`src/rtl/mem_access_unit_if.sv`:
```
// CPU load/store request/response plus word-wide memory bus for mem_access_unit.
// slave = the unit; master = whatever drives requests and models memory.
interface mem_access_unit_if;
  logic        req_valid;
  logic        req_ready;
  logic        req_we;
  logic [1:0]  req_size;
  logic        req_unsigned;
  logic [31:0] req_addr;
  logic [31:0] req_wdata;
  logic        resp_valid;
  logic [31:0] resp_rdata;
  logic        resp_err;
  logic        mem_enable;
  logic        mem_rw;
  logic [31:0] mem_address;
  logic [31:0] mem_write_data;
  logic        mem_wait;
  logic [31:0] mem_read_data;

  modport slave (
    input  req_valid, req_we, req_size, req_unsigned, req_addr, req_wdata,
           mem_wait, mem_read_data,
    output req_ready, resp_valid, resp_rdata, resp_err,
           mem_enable, mem_rw, mem_address, mem_write_data
  );

  modport master (
    output req_valid, req_we, req_size, req_unsigned, req_addr, req_wdata,
           mem_wait, mem_read_data,
    input  req_ready, resp_valid, resp_rdata, resp_err,
           mem_enable, mem_rw, mem_address, mem_write_data
  );
endinterface

```
`src/rtl/mem_access_unit.sv`:
```
// Byte/halfword/word load-store unit over a word-only memory bus.
// Sub-word stores are done as read-modify-write with an idle gap between phases.
module mem_access_unit #(
  parameter int TIMEOUT = 64
) (
  input logic              clk,
  input logic              rst_n,
  mem_access_unit_if.slave bus
);
  localparam int CW = $clog2(TIMEOUT + 1);

  typedef enum logic [1:0] {IDLE, RD, WR, RESP} state_t;

  typedef struct packed {
    logic        we;
    logic [1:0]  size;
    logic        uns;
    logic [1:0]  addr_lo;
    logic [15:0] wdata;
  } req_t;

  state_t          state;
  req_t            r;
  logic [CW-1:0]   cnt;
  logic            dec_err, done, tmo;
  logic [3:0][7:0] rword, mword;
  logic [7:0]      b;
  logic [15:0]     h;
  logic [31:0]     ext;

  assign dec_err = (bus.req_size == 2'b11) ||
                   (bus.req_size == 2'b01 && bus.req_addr[0]) ||
                   (bus.req_size == 2'b10 && bus.req_addr[1:0] != 2'b00);
  // cnt==0 is the issue cycle, where mem_wait is not yet meaningful
  assign done = (cnt != '0) && !bus.mem_wait;
  assign tmo  = (cnt == CW'(TIMEOUT - 1));

  always_comb begin
    rword = bus.mem_read_data;
    b     = rword[r.addr_lo];
    h     = r.addr_lo[1] ? {rword[3], rword[2]} : {rword[1], rword[0]};
    case (r.size)
      2'b00:   ext = {{24{b[7] & ~r.uns}}, b};
      2'b01:   ext = {{16{h[15] & ~r.uns}}, h};
      default: ext = bus.mem_read_data;
    endcase
    mword = rword;
    if (r.size == 2'b00)  mword[r.addr_lo]      = r.wdata[7:0];
    else if (r.addr_lo[1]) {mword[3], mword[2]} = r.wdata;
    else                   {mword[1], mword[0]} = r.wdata;
  end

  always_ff @(posedge clk) begin
    if (!rst_n) begin
      state              <= IDLE;
      r                  <= '0;
      cnt                <= '0;
      bus.req_ready      <= 1'b1;
      bus.resp_valid     <= 1'b0;
      bus.resp_err       <= 1'b0;
      bus.resp_rdata     <= '0;
      bus.mem_enable     <= 1'b0;
      bus.mem_rw         <= 1'b0;
      bus.mem_address    <= '0;
      bus.mem_write_data <= '0;
    end else begin
      case (state)
        IDLE: if (bus.req_valid && bus.req_ready) begin
          r             <= '{bus.req_we, bus.req_size, bus.req_unsigned,
                             bus.req_addr[1:0], bus.req_wdata[15:0]};
          cnt           <= '0;
          bus.req_ready <= 1'b0;
          if (dec_err) begin
            state          <= RESP;
            bus.resp_valid <= 1'b1;
            bus.resp_err   <= 1'b1;
            bus.resp_rdata <= '0;
          end else begin
            bus.mem_enable  <= 1'b1;
            bus.mem_address <= {bus.req_addr[31:2], 2'b00};
            if (bus.req_we && bus.req_size == 2'b10) begin
              state              <= WR;
              bus.mem_rw         <= 1'b1;
              bus.mem_write_data <= bus.req_wdata;
            end else begin
              state      <= RD;
              bus.mem_rw <= 1'b0;
            end
          end
        end
        RD: begin
          cnt <= cnt + 1'b1;
          if (done) begin
            bus.mem_enable <= 1'b0;
            cnt            <= '0;
            if (r.we) begin
              // merged word goes out after a one-cycle enable gap in WR
              state              <= WR;
              bus.mem_rw         <= 1'b1;
              bus.mem_write_data <= mword;
            end else begin
              state          <= RESP;
              bus.resp_valid <= 1'b1;
              bus.resp_err   <= 1'b0;
              bus.resp_rdata <= ext;
            end
          end else if (tmo) begin
            bus.mem_enable <= 1'b0;
            state          <= RESP;
            bus.resp_valid <= 1'b1;
            bus.resp_err   <= 1'b1;
            bus.resp_rdata <= '0;
          end
        end
        WR: if (!bus.mem_enable) begin
          bus.mem_enable <= 1'b1;
          cnt            <= '0;
        end else begin
          cnt <= cnt + 1'b1;
          if (done || tmo) begin
            bus.mem_enable <= 1'b0;
            state          <= RESP;
            bus.resp_valid <= 1'b1;
            bus.resp_err   <= !done;
            bus.resp_rdata <= '0;
          end
        end
        RESP: begin
          state          <= IDLE;
          bus.resp_valid <= 1'b0;
          bus.resp_err   <= 1'b0;
          bus.resp_rdata <= '0;
          bus.req_ready  <= 1'b1;
        end
        default: state <= IDLE;
      endcase
    end
  end
endmodule

```
`src/flat_wrapper.sv`:
```
// flat-port wrapper written by rule: the top's interface ports become plain ports
module mem_access_unit_flat 
#(
  parameter int TIMEOUT = 64
)
  (clk, rst_n, bus_req_valid, bus_req_we, bus_req_size, bus_req_unsigned, bus_req_addr, bus_req_wdata, bus_mem_wait, bus_mem_read_data, bus_req_ready, bus_resp_valid, bus_resp_rdata, bus_resp_err, bus_mem_enable, bus_mem_rw, bus_mem_address, bus_mem_write_data);
  mem_access_unit_if bus_i ();
  input logic clk;
  input logic rst_n;
  input wire logic [$bits(bus_i.req_valid)-1:0] bus_req_valid;
  input wire logic [$bits(bus_i.req_we)-1:0] bus_req_we;
  input wire logic [$bits(bus_i.req_size)-1:0] bus_req_size;
  input wire logic [$bits(bus_i.req_unsigned)-1:0] bus_req_unsigned;
  input wire logic [$bits(bus_i.req_addr)-1:0] bus_req_addr;
  input wire logic [$bits(bus_i.req_wdata)-1:0] bus_req_wdata;
  input wire logic [$bits(bus_i.mem_wait)-1:0] bus_mem_wait;
  input wire logic [$bits(bus_i.mem_read_data)-1:0] bus_mem_read_data;
  output wire logic [$bits(bus_i.req_ready)-1:0] bus_req_ready;
  output wire logic [$bits(bus_i.resp_valid)-1:0] bus_resp_valid;
  output wire logic [$bits(bus_i.resp_rdata)-1:0] bus_resp_rdata;
  output wire logic [$bits(bus_i.resp_err)-1:0] bus_resp_err;
  output wire logic [$bits(bus_i.mem_enable)-1:0] bus_mem_enable;
  output wire logic [$bits(bus_i.mem_rw)-1:0] bus_mem_rw;
  output wire logic [$bits(bus_i.mem_address)-1:0] bus_mem_address;
  output wire logic [$bits(bus_i.mem_write_data)-1:0] bus_mem_write_data;
  assign bus_i.req_valid = bus_req_valid;
  assign bus_i.req_we = bus_req_we;
  assign bus_i.req_size = bus_req_size;
  assign bus_i.req_unsigned = bus_req_unsigned;
  assign bus_i.req_addr = bus_req_addr;
  assign bus_i.req_wdata = bus_req_wdata;
  assign bus_i.mem_wait = bus_mem_wait;
  assign bus_i.mem_read_data = bus_mem_read_data;
  assign bus_req_ready = bus_i.req_ready;
  assign bus_resp_valid = bus_i.resp_valid;
  assign bus_resp_rdata = bus_i.resp_rdata;
  assign bus_resp_err = bus_i.resp_err;
  assign bus_mem_enable = bus_i.mem_enable;
  assign bus_mem_rw = bus_i.mem_rw;
  assign bus_mem_address = bus_i.mem_address;
  assign bus_mem_write_data = bus_i.mem_write_data;
  mem_access_unit #(.TIMEOUT(TIMEOUT)) u_core (.clk(clk), .rst_n(rst_n), .bus(bus_i));
endmodule
```
`config.mk`:
```
export PLATFORM = sky130hd
export DESIGN_NAME = mem_access_unit_flat
export DESIGN_NICKNAME = d
export VERILOG_FILES = /design/src/rtl/mem_access_unit_if.sv /design/src/rtl/mem_access_unit.sv /design/src/flat_wrapper.sv
export SDC_FILE = /design/constraint.sdc
export NUM_CORES = 1
export LEC_CHECK = 0
export BUFFER_PORTS_ARGS = -buffer_cell sky130_fd_sc_hd__buf_4
export CAP_MARGIN = 30
export CORE_ASPECT_RATIO = 1.1
export CORE_MARGIN = 8
export CORE_UTILIZATION = 45
export CTS_BUF_LIST = sky130_fd_sc_hd__clkbuf_8
export CTS_CLUSTER_SIZE = 30
export DETAILED_ROUTE_END_ITERATION = 16
export GPL_ROUTABILITY_DRIVEN = 0
export HOLD_SLACK_MARGIN = 0.02
export PLACE_DENSITY = 0.76
export SYNTH_ARGS = -nofsm -noshare
export SYNTH_HDL_FRONTEND = slang
export SYNTH_SLANG_ARGS = --single-unit
```
`constraint.sdc`:
```
create_clock -name clk -period 2.7 [get_ports clk]
set_input_delay 0 -clock clk [delete_from_list [all_inputs] [get_ports clk]]
set_output_delay 0 -clock clk [all_outputs]
set_load 0.01 [all_outputs]
```
==> results of run 1 <==
## sequential cells by signal, indices dropped and copies added, names as in the netlist
name and cells:
u_core.r 22, u_core.cnt 7, u_core.bus.resp_rdata 32, u_core.bus.mem_enable 1, u_core.bus.req_ready 1, u_core.bus.mem_address 30, u_core.bus.resp_err 1, u_core.bus.mem_write_data 32
u_core.state 2, u_core.bus.resp_valid 1, u_core.bus.mem_rw 1
## critical path: stages (launching register included)
cell      delay [ns]
dfxtp_1         0.38
inv_1           0.09
ha_1            0.28
a21boi_0        0.26
a21o_1          0.26
a21o_1          0.18
a211oi_4        0.26
buf_12          0.28
mux2i_1         0.26
## logic make-up (layout without fill, tap and decap cells)
logic type,Yosys count,after routing,synth area share [%]
AO/OA/AOI/OAI,250,251,26.5
XOR/XNOR,6,6,0.820
adder cells (fa/ha/maj),7,7,1.37
buffers and inverters,76,355,5.09
flip-flops,130,130,40.6
multiplexers,53,53,8.27
other,1,2,0.0585
AND/OR/NAND/NOR,254,254,17.3
## metal layers
layer,GRT usage [%],routed length [µm],vias to the layer above
met2,39.9,10800,323
met4,9.73,600,0
met1,29.7,9250,3202
met3,7.24,2160,45
li1,-,-,3298
met5,0,0,-
## layout make-up
class	count	area share (%)
inverter	11	0.442
timing repair buffer	312	27.6
tap	188	2.52
clock inverter	15	1.38
clock buffer	17	2.50
sequential	130	27.9
multi-input combinational	573	37.7
## final timing paths
kind	from	slack, ns	cells past startpoint	to
hold / removal	bus_req_wdata[26]	0.05	5	u_core.bus.mem_write_data[26]
hold reg to reg	u_core.bus.resp_rdata[28]	0.46	2	u_core.bus.resp_rdata[28]
setup / recovery	u_core.state[0]	0.32	8	u_core.bus.resp_rdata[14]
setup reg to reg	u_core.state[0]	0.32	8	u_core.bus.resp_rdata[14]
## cell usage after synthesis, types with 2 or more instances
| cell type | count | share of area (%) |
|---|---|---|
| a2bb2oi_1 | 2 | 0.27 |
| a31o_1 | 4 | 0.55 |
| mux2i_1 | 53 | 8.3 |
| buf_4 | 5 | 0.59 |
| nor2_1 | 29 | 1.7 |
| a211oi_1 | 11 | 1.3 |
| a311oi_1 | 4 | 0.55 |
| a31o_2 | 12 | 1.6 |
| clkbuf_1 | 48 | 2.8 |
| a21o_1 | 4 | 0.47 |
| a21oi_1 | 21 | 1.6 |
| nand2_1 | 163 | 9.5 |
| ha_1 | 7 | 1.4 |
| a21boi_0 | 53 | 6.2 |
| nor4_1 | 2 | 0.20 |
| o221ai_1 | 3 | 0.41 |
| a31oi_1 | 9 | 0.88 |
| nand3_1 | 29 | 2.3 |
| o31a_1 | 2 | 0.27 |
| buf_1 | 4 | 0.23 |
| dfxtp_1 | 130 | 41 |
| a32oi_1 | 7 | 0.96 |
| buf_6 | 2 | 0.35 |
| buf_2 | 6 | 0.47 |
| a311oi_2 | 4 | 0.94 |
| a221o_1 | 5 | 0.78 |
| nor3_1 | 9 | 0.70 |
| inv_1 | 11 | 0.64 |
| nor2b_1 | 3 | 0.29 |
| o21ai_0 | 97 | 7.6 |
| nand2b_1 | 3 | 0.29 |
| xnor2_1 | 5 | 0.68 |
| and3_1 | 2 | 0.20 |
| or4b_2 | 8 | 1.2 |
## repair_timing
action,CTS,global route
hold endpoints to repair,101,0
hold buffers,88,0
gates resized for setup,0,0
endpoints found under the setup margin,0,3
## metrics by stage
step                      instance area [µm²]  cells  total power, mW  setup slack [ns]  hold slack (ns)
after floorplan                          6410    778             4.14             0.632            0.145
after global placement                   8090   1125             5.03             0.305            0.260
after detailed placement                 8090   1125             5.05             0.267            0.268
after CTS                                9330   1245             6.71             0.226           0.0294
after global routing                     9340   1246             7.13             0.118           0.0766
final                                    9340   1246             6.74             0.315           0.0526
## power by group
part	leakage [nW]	switching (mW)	internal, mW
clock network	0.200	0.765	0.795
registers	1.05	0.185	2.16
logic	2.54	1.65	1.19
total	3.80	2.61	4.14
==> run metrics, run 1 <==
status finished clean; Critical Path AT 2.75 ns; Power Density between 700 and 800 nW/µm²; fillers 1150; commonest non-fill, non-tap cells in the layout 223 x buf_4, 163 x nand2_1, 130 x dfxtp_1; Bufs on Longest Clock Path 2; WL/cell roughly 18 µm; max-slew violation count 0; Sum Neg Setup Slack 0 ns; vias 6868; register area share after synthesis between 40 and 50%; largest fanout on the critical path 34; Inserted Diodes 0; vias in the first global route ~6700; area of the die approximately 18000 µm²; initial antenna violation count 0; Iter 0 DRT Violations 677; Max Cap Viol 0; Startpoint Class flip-flop; endpoints failing setup 0; Layout area overhead 45.7%; Util after Layout between 60% and 70%; Root Driver clkbuf_8; Req. time, crit path just over 3 ns; crit path time final around 2.4 ns; nets roughly 1200; #FFs+latches synth 130; synth unique cells 54; HPWL Detailed roughly 16 mm; most common cell after layout, fill and taps aside buf_4; relative slew slack approximately 47%; CTS tree built; EDFF count, synth 0; fraction of registers with async set/reset 0%; Setup CP Type reg -> reg; CP Capture Type flip-flop; largest net degree at the start of global routing 60; Antenna Nets Post-Route 0; DRC violations left 0; clk slew on worst S/H paths ~0.070 ns; CTS Buf Count 17; CTS H-tree lvls 4; worst hold path class in -> reg; register area ~2600 µm²; first-pass GRT wire length 35.6 mm; grt ovf 0; Least-Margin Pin Slew 0.793 ns; Pleak between 3 and 4 nW; Mapped Area approximately 6400 µm²; Initial Util 46.3%; Fmax 419 MHz; clk_lat worst skew 0.45 ns; clock sink count between 100 and 150; synthesized instance count between 700 and 800; Peak supply drop 0.000487 V; # port buffers about 200; DRT Wirelength roughly 23 mm; multi-input logic area approximately 3500 µm²; # Post-CTS Setup Buffers 0; I/O pins 205; layout cells sized above 1 27.2%; most used flip-flop cell after synthesis dfxtp_1; Core Box Area approximately 14000 µm²; crit share post-route about nine tenths; DIE HEIGHT between 100 and 150 µm; gr usage total 24.6%; vias per std cell about 5.5; 1st-pass router iterations 5; final hold vios 0; RSZ-0062 raised after global routing false; Rows between 40 and 50; chip width ~130 µm; Ys Warns 0; Setup Skew 0.0120 ns; synthesized area per cell just over 8 µm²
Note: power is estimated with default switching activity, not from simulation.
==> inputs of run 2 (changes only) <==
--- a/config.mk
+++ b/config.mk
@@ -5,13 +5,13 @@
 export SDC_FILE = /design/constraint.sdc
 export NUM_CORES = 1
 export LEC_CHECK = 0
-export BUFFER_PORTS_ARGS = -buffer_cell sky130_fd_sc_hd__buf_4
+export BUFFER_PORTS_ARGS = -buffer_cell sky130_fd_sc_hd__buf_2
 export CAP_MARGIN = 30
 export CORE_ASPECT_RATIO = 1.1
 export CORE_MARGIN = 8
 export CORE_UTILIZATION = 45
 export CTS_BUF_LIST = sky130_fd_sc_hd__clkbuf_8
-export CTS_CLUSTER_SIZE = 30
+export CTS_CLUSTER_SIZE = 16
 export DETAILED_ROUTE_END_ITERATION = 16
 export GPL_ROUTABILITY_DRIVEN = 0
 export HOLD_SLACK_MARGIN = 0.02
==> run 2 against run 1 <==
  * Fmax is 1.4% lower
  * Sequential power hardly changed
  * Register-to-register slack worse by 0.03 ns
  * Count of clock-buffer cells in the layout stayed put
  * Clock power is 6% higher
  * Global-route usage is 0.90 points lower
  * Via count is 0.29% lower
  * First-iteration DRC count is 8.0% lower
  * Critical path depth stayed put
==> run metrics, run 2 (synthesis results as in run 1) <==
met1 Usage GRT 27.8%; largest net degree at the start of global routing approximately 160; RSZ-0062 raised after global routing false; Hold Crit Endpoint u_core.bus.mem_write_data[26]; placed cells 1118; clock power share between 20 and 25%; multi-input logic area between 3000 and 4000 µm²; vias 6848; vias per std cell between 5 and 6; Fmax about 410 MHz; CP Capture Type flip-flop; Pleak between 3 and 4 nW; Core Box Area approximately 14000 µm²; Util after Layout around 64%; Tot Pwr between 6 and 7 mW; most common cell after layout, fill and taps aside buf_2; CTS Buf Count 17; clk slew on worst S/H paths around 0.070 ns; layout cells sized above 1 a little over a quarter; chip width between 100 and 150 µm; Setup Skew between 0.007 and 0.008 ns; Antenna Nets Post-Route 0; R2R Path End u_core.bus.mem_write_data[25]; gr usage total between 20% and 30%; clk_lat worst skew between 0.4 and 0.5 ns; largest fanout on the critical path 32; Critical Path AT around 2.8 ns; I/O pins roughly 210; Layout area overhead 37.4%; Top Usage Layer GRT met2; Sw Share between 30% and 40%; Final Non-Filler Cells around 1200; Largest regs u_core.bus.mem_write_data: 32 flops, u_core.bus.resp_rdata: 32 flops, u_core.bus.mem_address: 30 flops; grt ovf 0; vias in the first global route 6693; status finished clean; Setup CP Type reg -> reg; max-slew violation count 0; DRT Wirelength 22.5 mm; commonest non-fill, non-tap cells in the layout 201 x buf_2, 163 x nand2_1, 130 x dfxtp_1; crit share post-route 89.6%; initial antenna violation count 2; Initial Util a little under half; Peak supply drop around 0.00049 V; Seq pwr share a little over a third; crit path time final 2.42 ns; Req. time, crit path around 3 ns; R2R depth 8; first-pass GRT wire length roughly 35 mm; WL/cell ~18 µm; CTS H-tree lvls 4; Power Density approximately 760 nW/µm²; clock sink count 130; DRC violations left 0; fillers approximately 1200; Switch Pwr about 2.6 mW; Pint 4.08 mW; RR Startpoint u_core.state[1]; # port buffers between 200 and 250; Startpoint Class flip-flop; area of the die approximately 18000 µm²; Root Driver clkbuf_8; nets approximately 1100; post-cts sizing count 0; Rows 45; met2 Use GR about two fifths; met3 Usage GRT a little under 8%; Iter 0 DRT Violations 623; combinational share of power 39.9%; endpoints failing setup 0; Bufs on Longest Clock Path 2; Max Cap Viol 0; Worst Min Path Start bus_req_wdata[26]; relative slew slack a little over two fifths; final hold vios 0; CTS tree built; Least-Margin Pin Slew ~0.84 ns; setup slack, reg-to-reg 0.28 ns; Hold Path Cell Cnt 5; worst hold path class in -> reg; Sum Neg Setup Slack 0 ns; 1st-pass router iterations 5; register area about 2600 µm²; HPWL Detailed 15.0 mm; DIE HEIGHT between 100 and 150 µm
## run 2: layout make-up
class / count / area share, %
Clock buffer: 17 / 2.66
Multi-Input combinational cell: 573 / 40.0
Antenna cell: 2 / 0.0568
Tap cell: 188 / 2.67
Inverter: 11 / 0.469
Timing Repair Buffer: 303 / 22.8
Clock inverter: 15 / 1.73
Sequential cell: 130 / 29.5
## run 2: how the worst max path moves through the flow
| stage | startpoint | endpoint | slack (ns) | cells after the start |
|---|---|---|---|---|
| 5_1_grt | u_core.cnt[0] | u_core.bus.mem_write_data[12] | 0.08 | 8 |
| 3_5_place_dp | u_core.cnt[0] | u_core.bus.mem_write_data[25] | 0.26 | 8 |
| 3_3_place_gp | u_core.cnt[0] | u_core.bus.mem_write_data[8] | 0.34 | 8 |
| 2_1_floorplan | u_core.state[0] | u_core.bus.resp_rdata[15] | 0.63 | 9 |
| 6_report | u_core.state[1] | u_core.bus.mem_write_data[25] | 0.28 | 8 |
| 4_1_cts | u_core.cnt[0] | u_core.bus.mem_write_data[25] | 0.23 | 8 |
## run 2: timing repair
item,CTS,global route
hold buffers,86,0
hold endpoints to repair,100,0
endpoints found under the setup margin,0,7
buffers inserted,0,0
## run 2: through the flow
| step | hold slack [ns] | setup slack [ns] | area, µm² |
|---|---|---|---|
| 2_1_floorplan | 0.145 | 0.632 | 6410 |
| 3_3_place_gp | 0.251 | 0.343 | 7540 |
| 3_5_place_dp | 0.258 | 0.263 | 7540 |
| 4_1_cts | 0.0287 | 0.233 | 8790 |
| 5_1_grt | 0.0721 | 0.0752 | 8810 |
| 6_report | 0.0631 | 0.281 | 8810 |
## run 2: metal layers
metal / share of wire [%] / vias up
met2: 47 / 313
met1: 40 / 3188
met3: 9.8 / 58
met4: 2.8 / 0
li1: - / 3289
met5: 0 / -
## run 2: critical path, stage by stage (launching register included)
cell and delay (ns):
dfxtp_1 0.38, inv_1 0.09, ha_2 0.19, inv_1 0.28, nor2_1 0.22, o22ai_4 0.55
buf_4 0.40, nand3_1 0.10, o21ai_0 0.11
## run 2: power groups by stage
stage | combinational [mW] | sequential [mW] | clock, mW
final | 2.66 | 2.35 | 1.66
after CTS | 2.60 | 2.35 | 1.68
after global routing | 2.89 | 2.38 | 1.78
after global placement | 2.49 | 2.38 | 0
after floorplan | 1.74 | 2.40 | 0
after detailed placement | 2.50 | 2.39 | 0
